==> src/rtl/alu181_pkg.sv <==
// Shared types and constants for the sliced 74181-compatible ALU.
package alu181_pkg;

    // Width of one 74181-style slice.
    localparam int SLICE_W = 4;

    // 74181 function select codes; the meaning depends on the mode bit.
    typedef enum logic [3:0] {
        FN_0 = 4'h0,
        FN_1 = 4'h1,
        FN_2 = 4'h2,
        FN_3 = 4'h3,
        FN_4 = 4'h4,
        FN_5 = 4'h5,
        FN_6 = 4'h6,
        FN_7 = 4'h7,
        FN_8 = 4'h8,
        FN_9 = 4'h9,
        FN_A = 4'hA,
        FN_B = 4'hB,
        FN_C = 4'hC,
        FN_D = 4'hD,
        FN_E = 4'hE,
        FN_F = 4'hF
    } alu_fn_t;

    // Mode bit: arithmetic (X + Y + carry) or pure bitwise logic.
    typedef enum logic {
        MODE_ARITH = 1'b0,
        MODE_LOGIC = 1'b1
    } alu_mode_t;

    // Sequencer states.
    typedef enum logic [1:0] {
        ST_IDLE = 2'd0,
        ST_RUN  = 2'd1,
        ST_DONE = 2'd2
    } alu_state_t;

endpackage

==> src/rtl/alu181_slice.sv <==
// One combinational 4-bit 74181 slice. Arithmetic functions are expressed as
// bitwise operand forms X,Y plus carry, so cascading slices is exact.
module alu181_slice
    import alu181_pkg::*;
(
    input  alu_fn_t              s,
    input  alu_mode_t            m,
    input  logic [SLICE_W-1:0]   a4,
    input  logic [SLICE_W-1:0]   b4,
    input  logic                 cin,
    output logic [SLICE_W-1:0]   f4,
    output logic                 cout,
    output logic                 c3
);

    logic [SLICE_W-1:0] x;
    logic [SLICE_W-1:0] y;
    logic [SLICE_W:0]   sum;
    logic [SLICE_W-1:0] lo_sum;
    logic [SLICE_W-1:0] logic_f;

    // Select the two addends for the arithmetic function.
    always_comb begin
        x = '0;
        y = '0;
        case (s)
            FN_0: begin x = a4;        y = '0;        end
            FN_1: begin x = a4 | b4;   y = '0;        end
            FN_2: begin x = a4 | ~b4;  y = '0;        end
            FN_3: begin x = '0;        y = '1;        end
            FN_4: begin x = a4;        y = a4 & ~b4;  end
            FN_5: begin x = a4 | b4;   y = a4 & ~b4;  end
            FN_6: begin x = a4;        y = ~b4;       end
            FN_7: begin x = a4 & ~b4;  y = '1;        end
            FN_8: begin x = a4;        y = a4 & b4;   end
            FN_9: begin x = a4;        y = b4;        end
            FN_A: begin x = a4 | ~b4;  y = a4 & b4;   end
            FN_B: begin x = a4 & b4;   y = '1;        end
            FN_C: begin x = a4;        y = a4;        end
            FN_D: begin x = a4 | b4;   y = a4;        end
            FN_E: begin x = a4 | ~b4;  y = a4;        end
            default: begin x = a4;     y = '1;        end
        endcase
    end

    // Full slice sum, and the low three bits alone to expose the carry into bit 3.
    assign sum    = {1'b0, x} + {1'b0, y} + {{SLICE_W{1'b0}}, cin};
    assign lo_sum = {1'b0, x[SLICE_W-2:0]} + {1'b0, y[SLICE_W-2:0]} + {{(SLICE_W-1){1'b0}}, cin};

    // Bitwise logic functions.
    always_comb begin
        logic_f = '0;
        case (s)
            FN_0: logic_f = ~a4;
            FN_1: logic_f = ~(a4 | b4);
            FN_2: logic_f = ~a4 & b4;
            FN_3: logic_f = '0;
            FN_4: logic_f = ~(a4 & b4);
            FN_5: logic_f = ~b4;
            FN_6: logic_f = a4 ^ b4;
            FN_7: logic_f = a4 & ~b4;
            FN_8: logic_f = ~a4 | b4;
            FN_9: logic_f = ~(a4 ^ b4);
            FN_A: logic_f = b4;
            FN_B: logic_f = a4 & b4;
            FN_C: logic_f = '1;
            FN_D: logic_f = a4 | ~b4;
            FN_E: logic_f = a4 | b4;
            default: logic_f = a4;
        endcase
    end

    // Mode mux; logic mode never propagates a carry.
    always_comb begin
        f4   = sum[SLICE_W-1:0];
        cout = sum[SLICE_W];
        c3   = lo_sum[SLICE_W-1];
        if (m == MODE_LOGIC) begin
            f4   = logic_f;
            cout = 1'b0;
            c3   = 1'b0;
        end
    end

endmodule

==> src/rtl/alu181_sliced.sv <==
// Multi-cycle WIDTH-bit 74181 ALU: evaluates SLICES_PER_CYCLE 4-bit slices per
// beat, carrying between beats in carry_q, with valid/ready on both sides.
module alu181_sliced
    import alu181_pkg::*;
#(
    parameter int WIDTH            = 16,
    parameter int SLICES_PER_CYCLE = 1
) (
    input  logic             clk,
    input  logic             rst,
    input  logic             in_valid,
    output logic             in_ready,
    input  logic [3:0]       s,
    input  logic             m,
    input  logic             c_in,
    input  logic [WIDTH-1:0] a,
    input  logic [WIDTH-1:0] b,
    output logic             out_valid,
    input  logic             out_ready,
    output logic [WIDTH-1:0] f,
    output logic             c_out,
    output logic             ovf,
    output logic             eq,
    output logic             zero
);

    localparam int NUM_SLICES = WIDTH / SLICE_W;
    localparam int BEAT_W     = SLICES_PER_CYCLE * SLICE_W;
    localparam int IDX_W      = (NUM_SLICES > 1) ? $clog2(NUM_SLICES) : 1;
    localparam int SH_W       = (WIDTH > 1) ? $clog2(WIDTH) : 1;
    localparam logic [IDX_W-1:0] LAST_IDX  = IDX_W'(NUM_SLICES - SLICES_PER_CYCLE);
    localparam logic [IDX_W-1:0] IDX_STEP  = IDX_W'(SLICES_PER_CYCLE);
    localparam logic [WIDTH-1:0] BEAT_MASK = WIDTH'({BEAT_W{1'b1}});

    alu_state_t state, state_nxt;

    logic [IDX_W-1:0]  idx;
    logic [SH_W-1:0]   shamt;
    logic              carry_q;
    logic [WIDTH-1:0]  a_q;
    logic [WIDTH-1:0]  b_q;
    alu_fn_t           s_q;
    alu_mode_t         m_q;

    logic [WIDTH-1:0]  f_q;
    logic              c_out_q;
    logic              ovf_q;
    logic              eq_q;
    logic              zero_q;

    logic [BEAT_W-1:0]           a_beat;
    logic [BEAT_W-1:0]           b_beat;
    logic [BEAT_W-1:0]           f_beat;
    logic [SLICES_PER_CYCLE:0]   chain;
    logic [SLICES_PER_CYCLE-1:0] c3_v;
    logic [WIDTH-1:0]            f_merge;
    logic                        last_beat;

    assign shamt     = SH_W'(int'(idx) * SLICE_W);
    assign a_beat    = a_q[shamt +: BEAT_W];
    assign b_beat    = b_q[shamt +: BEAT_W];
    assign chain[0]  = carry_q;
    assign last_beat = (idx == LAST_IDX);

    // Cascade of slices evaluated this beat, fed by the registered carry.
    for (genvar k = 0; k < SLICES_PER_CYCLE; k++) begin : g_slice
        alu181_slice u_slice (
            .s    (s_q),
            .m    (m_q),
            .a4   (a_beat[k*SLICE_W +: SLICE_W]),
            .b4   (b_beat[k*SLICE_W +: SLICE_W]),
            .cin  (chain[k]),
            .f4   (f_beat[k*SLICE_W +: SLICE_W]),
            .cout (chain[k+1]),
            .c3   (c3_v[k])
        );
    end

    // Result with this beat's bits dropped into place; used for write-back and flags.
    assign f_merge = (f_q & ~(BEAT_MASK << shamt)) | (WIDTH'(f_beat) << shamt);

    // State register.
    always_ff @(posedge clk or posedge rst) begin
        if (rst) begin
            state <= ST_IDLE;
        end else begin
            state <= state_nxt;
        end
    end

    // Next-state logic: accept in IDLE, step through beats, hold result until taken.
    always_comb begin
        state_nxt = state;
        case (state)
            ST_IDLE: if (in_valid)  state_nxt = ST_RUN;
            ST_RUN:  if (last_beat) state_nxt = ST_DONE;
            ST_DONE: if (out_ready) state_nxt = ST_IDLE;
            default: state_nxt = ST_IDLE;
        endcase
    end

    // Operand capture at accept; not reset since only read while RUN.
    always_ff @(posedge clk) begin
        if (state == ST_IDLE && in_valid) begin
            a_q <= a;
            b_q <= b;
            s_q <= alu_fn_t'(s);
            m_q <= alu_mode_t'(m);
        end
    end

    // Beat counter, inter-beat carry, result bits and final-beat flags.
    always_ff @(posedge clk or posedge rst) begin
        if (rst) begin
            idx     <= '0;
            carry_q <= 1'b0;
            f_q     <= '0;
            c_out_q <= 1'b0;
            ovf_q   <= 1'b0;
            eq_q    <= 1'b0;
            zero_q  <= 1'b0;
        end else begin
            case (state)
                ST_IDLE: begin
                    if (in_valid) begin
                        idx     <= '0;
                        carry_q <= c_in & ~m;
                    end
                end
                ST_RUN: begin
                    f_q     <= f_merge;
                    carry_q <= chain[SLICES_PER_CYCLE];
                    idx     <= idx + IDX_STEP;
                    if (last_beat) begin
                        c_out_q <= chain[SLICES_PER_CYCLE];
                        ovf_q   <= c3_v[SLICES_PER_CYCLE-1] ^ chain[SLICES_PER_CYCLE];
                        eq_q    <= &f_merge;
                        zero_q  <= (f_merge == '0);
                    end
                end
                default: ;
            endcase
        end
    end

    assign in_ready  = (state == ST_IDLE);
    assign out_valid = (state == ST_DONE);
    assign f         = f_q;
    assign c_out     = c_out_q;
    assign ovf       = ovf_q;
    assign eq        = eq_q;
    assign zero      = zero_q;

endmodule

==> config.mk <==
export PLATFORM = sky130hd
export DESIGN_NAME = alu181_sliced
export DESIGN_NICKNAME = d
export VERILOG_FILES = /design/src/rtl/alu181_pkg.sv /design/src/rtl/alu181_slice.sv /design/src/rtl/alu181_sliced.sv
export SDC_FILE = /design/constraint.sdc
export NUM_CORES = 1
export LEC_CHECK = 0
export ABC_AREA = 0
export CAP_MARGIN = 10
export CORE_UTILIZATION = 55
export DETAILED_ROUTE_END_ITERATION = 16
export GPL_TIMING_DRIVEN = 0
export PLACE_DENSITY = 0.88
export SLEW_MARGIN = 20
export SYNTH_ARGS = -nofsm -noshare
export SYNTH_HDL_FRONTEND = slang
export SYNTH_SLANG_ARGS = --single-unit
==> constraint.sdc <==
create_clock -name clk -period 5.9 [get_ports clk]
set_input_delay 1.475 -clock clk [delete_from_list [all_inputs] [get_ports clk]]
set_output_delay 1.475 -clock clk [all_outputs]
set_load 0.01 [all_outputs]
== Word level (Yosys, flattened, before mapping) ==
Index checks and enable logic that the tools add are counted.
Word-level totals
  bits in registers: 62
  input port bits: 42
  word-level logic and storage cells: 88
Operators by class
  $add $sub $neg: 5
  eq/ne operators: 20
  shift-type cells: 4
  mux-type cells: 14
  bitwise logic cells: 18
  reductions and logical operators: 15
Operator list (count)
  4-bit one-hot mux with 15 select lines: 1
  16-bit by 5-bit indexed part select with 4-bit output: 2
  4-bit == test (second input constant): 7
  4-bit one-hot mux with 6 select lines: 1
  4-bit inverter: 5
  4-bit one-hot mux with 5 select lines: 1
  16-bit AND: 1
  4-bit by 3-bit == test with 1-bit output (second input constant): 4
  16-bit zero test: 1
  16-bit inverter: 1
  16-bit OR: 1
  16-bit AND reduction: 1
  4-bit by 4-bit << shifter with 16-bit output: 1
  4-bit by 4-bit << shifter with 16-bit output (first input constant): 1
  4-bit AND: 3
  4-bit OR: 3
  3-bit OR reduction: 4
  4-bit by 2-bit == test with 1-bit output (second input constant): 2
  2-bit two-way mux: 4
  2-bit one-hot mux with 3 select lines: 1
  4-bit by 4-bit adder with 5-bit output: 1
  5-bit by 1-bit adder with 5-bit output: 1
  3-bit by 3-bit adder with 4-bit output: 1
  4-bit by 1-bit adder with 4-bit output: 1
  21 further kinds: 27

== Logic depth before layout (Yosys ltp) ==
Gate-level depths: netlist of run 1.
  depth in word-level cells: 10
  mapped depth: 19
  gate-level depth less buffers: 17

== Hierarchy ==
Synthesis of run 1 repeated with hierarchy kept, for this count alone.
Second synthesis, totals
  cell total of the unflattened synthesis: 400
  area, all modules: 4061.4 um^2
By module, submodules not included
  alu181_sliced: instances 1, cells each 198, area each 2686.3 um^2
  alu181_slice: instances 1, cells each 202, area each 1375.1 um^2

== Worst setup path after synthesis of run 1 ==
Ideal clock, no wire load.
  path type: reg-to-reg
  from: register idx[0]
  to: register eq_q (netlist: eq)
  setup time: 0.128 ns
  arrival: 3.925 ns
  setup slack: 1.847 ns
  cell stages (with the launch flop): 20
  clock period less this slack: 4.053 ns
  path through: dfrtp_1 > buf_6 > mux4_2 > inv_1 > ha_1 > nand3b_1 > a21oi_1 > a211oi_1 > nand2_1 > o21ai_0 > fa_1 > fa_1 > xor2_1 > nor2_1 > o41a_1 > buf_6 > o21ai_2 > a21oi_1 > a221oi_1 > nor3_1
On the way
  longest elaborated chain between the ends: 10
Ends and longest elaborated chain
  start, declared: RTL line alu181_sliced.sv:37  | logic [IDX_W-1:0] idx;
  start signal, assigned: RTL line alu181_sliced.sv:133  | idx <= idx + IDX_STEP;
  16-bit by 5-bit indexed part select with 4-bit output: RTL line alu181_sliced.sv:61  | assign b_beat = b_q[shamt +: BEAT_W];
  4-bit inverter
  4-bit AND / 4-bit OR (equally long branches)
  4-bit one-hot mux with 6 select lines / 4-bit one-hot mux with 5 select lines (equally long branches): RTL line alu181_slice.sv:26  | case (s)
  4-bit by 4-bit adder with 5-bit output: RTL line alu181_slice.sv:47  | assign sum = {1'b0, x} + {1'b0, y} + {{SLICE_W{1'b0}}, cin};
  5-bit by 1-bit adder with 5-bit output: RTL line alu181_slice.sv:47
  4-bit two-way mux: RTL line alu181_slice.sv:78  | if (m == MODE_LOGIC) begin
  4-bit by 4-bit << shifter with 16-bit output: RTL line alu181_sliced.sv:80  | assign f_merge = (f_q & ~(BEAT_MASK << shamt)) | (WIDTH'(f_beat) << shamt);
  16-bit OR: RTL line alu181_sliced.sv:80
  16-bit AND reduction: RTL line alu181_sliced.sv:137  | eq_q <= &f_merge;
  end signal, assigned: RTL line alu181_sliced.sv:137
  end, declared: RTL line alu181_sliced.sv:48  | logic eq_q;
Parallel ways exist; a longest one is shown, timed or not.
A chain may end at the register's enable or synchronous reset.

== Final worst setup path of run 1 ==
Same ends and word-level chain as after synthesis.

==> results.sh, run 1 <==
export IMPL_p_per_area_nw_per_um2=532
export IMPL_cts_tree="done"
export IMPL_layout_min_cycle_time_ns=4.65
export IMPL_worstPathCellList="buf_6, mux4_2, inv_1, ha_1, nand3b_1, a21oi_1, a211oi_1, nand2_1, o21ai_0, fa_1, fa_1, xor2_1, nor2_1, o41a_1, buf_6, o21ai_2, a21oi_1, a221oi_1, nor3_1"
export IMPL_worstSetupEndpointType="flop"
export IMPL_groute_usage_overall_pct=30.0
export IMPL_synth_cell_area_um2=4130
export IMPL_synth_area_top_cells="edfxtp_1 27%, dfrtp_1 15%, ha_1 7.0%"
export IMPL_post_cts_setup_buffers=0
export IMPL_slowest_delay_ns=0.64
export IMPL_cp_start_kind="flop"
export IMPL_cts_sinks=62
export IMPL_fin_nets=525
export IMPL_ir_drop_v=0.000308
export IMPL_cap_violations=0
export IMPL_synth_main_ff_cell="edfxtp_1"
export IMPL_antenna_found_initial=0
export IMPL_min_path_type="flop to flop"
export IMPL_max_freq_ghz=0.215
export IMPL_yosysWarningCount=0
export IMPL_drt_pass1_iterations=5
export IMPL_slew_viol_final=0
export IMPL_gp_congestion=0.947
export IMPL_max_slew_margin_pct=36.9
export IMPL_skew_ns=0.0113
export IMPL_initial_core_util_pct=57.0
export IMPL_setup_viol=0
export IMPL_worst_slew_pin_slew_ns=0.945
export IMPL_hold_viol=0
export IMPL_vias=3578
export IMPL_synth_edff_count=37
export IMPL_cp_max_fo=10
export IMPL_hold_buffers=0
export IMPL_setup_tns_ns=0
export IMPL_status="finished, final reports clean"
export IMPL_first_iter_violations=402
export IMPL_final_area_um2=5070
export IMPL_overflow=0
export IMPL_grt_max_degree=39
export IMPL_clockBufferDepth=2
export IMPL_grt_pass1_wl_um=17600
export IMPL_ys_ff_latch=62
export IMPL_h_tree_depth=3
export IMPL_drcViolationCount=0
export IMPL_die_h_um=88.7
export IMPL_syn2layout_area_growth_pct=22.7
export IMPL_wl_per_cell_um=19.7
export IMPL_clock_root_buffer="clkbuf_8"
export IMPL_synth_most_common_cell="edfxtp_1"
export IMPL_synth_avg_cell_area_um2=10.8
export IMPL_post_route_util_pct=69.9
export IMPL_path_class="flop to flop"
export IMPL_diodes=0
export IMPL_syn_instance_count=384
export IMPL_placed_cell_area_um2=4890
export IMPL_ant_nets=0
export IMPL_synth_top_area_share_pct=26.9
export IMPL_die_w_um=88.7
export IMPL_cts_buffers_inserted=9
export IMPL_synthTopCellsByCount="37 x edfxtp_1, 27 x inv_1, 25 x dfrtp_1, 25 x nor2_1, 23 x ha_1"
export IMPL_port_buffer_count=63
export IMPL_rsz0062_at_grt="no"
export IMPL_power_total_uw=2700
export IMPL_finalHoldWorstSlack_ns=0.493
export IMPL_crit_required_ns=6.13
export IMPL_crit_arrival_ns=4.87
export IMPL_synth_area_leader_cell="edfxtp_1"
export IMPL_rows=31
export IMPL_dp_final_hpwl_um=8110
export IMPL_die_area_um2=7870
export IMPL_coreArea_um2=7250
export IMPL_synth_fp_nets=451
export IMPL_synthArstFlopShare_pct=40.3
export IMPL_p_leak_uw=0.00194
export IMPL_clkTransAtPathRegs_ns=0.07
export IMPL_drt_wl_total_um=11000
export IMPL_finalCritPeriodShare_pct=78.8
export IMPL_clock_latency_ns=0.34
export IMPL_cts_resized=0
export IMPL_pin_count=64
export IMPL_ys_seq_area_share_pct=42.0
export IMPL_slowest_stage="mux4_2"
export IMPL_grt_pass1_vias=3514
export IMPL_drive_gt1_share_pct=12.1
export IMPL_vias_per_cell=6.37
export IMPL_yosysUniqueCellTypes=71
-- cell families (layout without fill, tap and decap cells) --
family	count (synthesis)	after routing	share of synthesized area [%]
and+or+nand+nor	129	129	18.0
AOI/OAI and AO/OA	104	104	20.5
DFF	62	62	42.0
buffers and inverters	49	128	5.39
adders and majority gates	25	25	7.93
muxes	13	13	5.72
xor gates and xnor gates	2	2	0.424
-- layout by cell type, fill, tap and decap left out, types with 14 or more instances in the layout --
cell type / synthesis / routed
nor3_1: 14 / 14
nand2_1: 22 / 22
clkdlybuf4s50_1: 0 / 63
a22o_1: 15 / 15
edfxtp_1: 37 / 37
dfrtp_1: 25 / 25
a21oi_1: 19 / 19
inv_1: 27 / 26
ha_1: 23 / 23
o21ai_0: 16 / 16
nor2_1: 25 / 25
-- metal layers --
layer  vias up  share of wire (%)  GRT usage (%)
met5         -                  0              0
met4         0                3.4           15.0
met3        37                7.9           5.22
met2       202                 48           46.2
met1      1719                 41           41.1
li1       1620                  -              -
-- worst max-delay path: cells and delay by family, from the launching register on --
kind,cells,cell delay [ns]
mux,1,0.64
xor+xnor,1,0.24
buf+inv,3,0.52
fa+ha+maj,3,1.07
flops,1,0.46
simple gates,4,0.33
compound gates,7,1.29
-- cell type report --
class / instances / area, um2
Sequential cell: 62 / 1740
Multi-Input combinational cell: 273 / 2170
Buffer: 22 / 121
Tap cell: 99 / 124
Timing Repair Buffer: 63 / 631
Clock inverter: 4 / 47.5
Clock buffer: 12 / 135
Inverter: 27 / 101
Fill cell: 525 / 2180
-- stage by stage --
step	setup slack, ns	instances
global placement	1.39	546
detailed placement	1.29	546
floorplan	1.85	384
global route	0.994	562
CTS	1.27	562
finish	1.25	562
-- flip-flops by register name, summed over array words and instances (netlist names) --
| signal | flops |
|---|---|
| state | 2 |
| m_q | 1 |
| idx | 2 |
| ovf | 1 |
| f | 16 |
| c_out | 1 |
| a_q | 16 |
| s_q | 4 |
| zero | 1 |
| eq | 1 |
| carry_q | 1 |
| b_q | 16 |
-- final timing paths --
kind	slack, ns	from	endpoint	cells past startpoint
setup / recovery	1.25	idx[0]	eq	19
min in group asynchronous	1.67	rst	f[13]	2
hold / removal	0.49	zero	zero	2
hold reg to reg	0.49	zero	zero	2
setup reg to reg	1.25	idx[0]	eq	19
max in group asynchronous	3.64	rst	carry_q	2
-- where the power goes --
group | switching (uW) | internal (uW) | total [uW]
combinational | 938 | 708 | 1650
sequential | 99.9 | 597 | 697
clock | 163 | 194 | 357
total | 1200 | 1500 | 2700
Power figures use the tool's default switching activity.
==> run 2: changes to the inputs <==
==> constraint.sdc (replaced) <==
create_clock -name clk -period 4.8 [get_ports clk]
set_input_delay 1.2 -clock clk [delete_from_list [all_inputs] [get_ports clk]]
set_output_delay 1.2 -clock clk [all_outputs]
set_load 0.01 [all_outputs]
==> results.sh, run 2 (synthesis results as in run 1) <==
export IMPL_status="finished, final reports clean"
export IMPL_ant_nets=0
export IMPL_hold_viol=0
export IMPL_drt_pass1_iterations=5
export IMPL_cp_start_kind="flop"
export IMPL_cts_sinks=62
export IMPL_p_per_area_nw_per_um2=656
export IMPL_power_total_uw=3340
export IMPL_final_area_um2=5090
export IMPL_grt_pass1_vias=3514
export IMPL_max_freq_ghz=0.222
export IMPL_crit_required_ns=5.03
export IMPL_p_leak_uw=0.00195
export IMPL_port_buffer_count=63
export IMPL_initial_core_util_pct=57.0
export IMPL_overflow=0
export IMPL_drcViolationCount=0
export IMPL_clkTransAtPathRegs_ns=0.07
export IMPL_path_class="flop to flop"
export IMPL_vias=3595
export IMPL_die_h_um=88.7
export IMPL_finalCritPeriodShare_pct=94.0
export IMPL_ir_drop_v=0.000377
export IMPL_antenna_found_initial=0
export IMPL_rsz0062_at_grt="no"
export IMPL_final_cell_mix="63 x clkdlybuf4s50_1, 37 x edfxtp_1, 26 x inv_1"
export IMPL_skew_ns=0.0102
export IMPL_min_path_type="flop to flop"
export IMPL_dp_final_hpwl_um=8110
export IMPL_cts_tree="done"
export IMPL_groute_usage_overall_pct=30.0
export IMPL_cts_buffers_inserted=9
export IMPL_layout_min_cycle_time_ns=4.51
export IMPL_crit_arrival_ns=4.74
export IMPL_place_inst=546
export IMPL_first_iter_violations=499
export IMPL_placed_cell_area_um2=4890
export IMPL_vias_per_cell=6.37
export IMPL_finalHoldWorstSlack_ns=0.497
export IMPL_grt_max_degree=39
export IMPL_pin_count=64
export IMPL_layout_cells_non_filler=564
export IMPL_worst_slew_pin_slew_ns=0.975
export IMPL_setup_tns_ns=0
export IMPL_clock_latency_ns=0.34
export IMPL_rows=31
export IMPL_syn2layout_area_growth_pct=23.1
export IMPL_slew_viol_final=0
export IMPL_cap_violations=0
export IMPL_die_w_um=88.7
export IMPL_max_slew_margin_pct=34.9
export IMPL_drive_gt1_share_pct=12.9
export IMPL_h_tree_depth=3
export IMPL_mostFrequentLayoutCell="clkdlybuf4s50_1"
export IMPL_diodes=0
export IMPL_gp_congestion=0.947
export IMPL_fin_nets=527
export IMPL_grt_pass1_wl_um=17600
export IMPL_cp_max_fo=10
export IMPL_clock_root_buffer="clkbuf_8"
export IMPL_hold_buffers=0
export IMPL_drt_wl_total_um=11000
export IMPL_clockBufferDepth=2
export IMPL_setup_viol=0
export IMPL_wl_per_cell_um=19.6
export IMPL_worstSetupEndpointType="flop"
export IMPL_die_area_um2=7870
export IMPL_coreArea_um2=7250
-- run 2: changes by cell type in the layout (fill, tap and decap cells not counted), sizes merged --
cell	delta
buf	+2
-- run 2: through the flow --
| step | util [%] | setup slack [ns] |
|---|---|---|
| 2_1_floorplan | - | 0.747 |
| 3_3_place_gp | 67.4 | 0.286 |
| 3_5_place_dp | 67.4 | 0.194 |
| 4_1_cts | 69.9 | 0.175 |
| 5_1_grt | 70.2 | 0.0595 |
| 6_report | 70.2 | 0.289 |
-- run 2: worst paths after layout --
path | startpoint | endpoint | slack, ns | cells past startpoint
hold reg to reg | zero | zero | 0.50 | 2
hold / removal | zero | zero | 0.50 | 2
setup / recovery | idx[0] | eq | 0.29 | 19
setup reg to reg | idx[0] | eq | 0.29 | 19
max in group asynchronous | rst | idx[0] | 2.72 | 2
min in group asynchronous | rst | f[13] | 1.41 | 2
-- run 2: worst max-delay path, stage by stage (launching register included) --
cell and delay, ns:
dfrtp_2 0.42, buf_6 0.19, mux4_2 0.57, inv_1 0.13, ha_1 0.20, nand3b_1 0.10
a21oi_1 0.27, a211oi_1 0.11, nand2_1 0.10, o21ai_0 0.10, fa_1 0.41, fa_1 0.46
xor2_1 0.24, nor2_1 0.07, o41a_1 0.39, buf_6 0.16, o21ai_2 0.14, a211oi_2 0.08
a221oi_2 0.19, nor3_1 0.08
-- run 2: power by group --
part | switching (uW) | internal (uW) | total, uW
Sequential | 123 | 735 | 858
Combinational | 1160 | 885 | 2040
Clock | 199 | 239 | 438
Total | 1480 | 1860 | 3340
-- run 2: timing repair --
action / in CTS / in global routing
gates resized for setup: 0 / 3
setup buffers: 0 / 2
endpoints found under the setup margin: 0 / 1
-- run 2: cell type report --
type,instances,area (um2)
buffer,22,123
tap,99,124
sequential,62,1740
timing repair buffer,65,646
clock buffer,12,135
multi-input combinational,273,2170
clock inverter,4,47.5
inverter,27,101
fill,523,2160
-- run 2: routing by layer --
layer / routed length [um] / GRT usage [%]
met1: 4430 / 41.1
met2: 5260 / 46.2
met3: 954 / 5.22
met4: 402 / 15.0
met5: 0 / 0
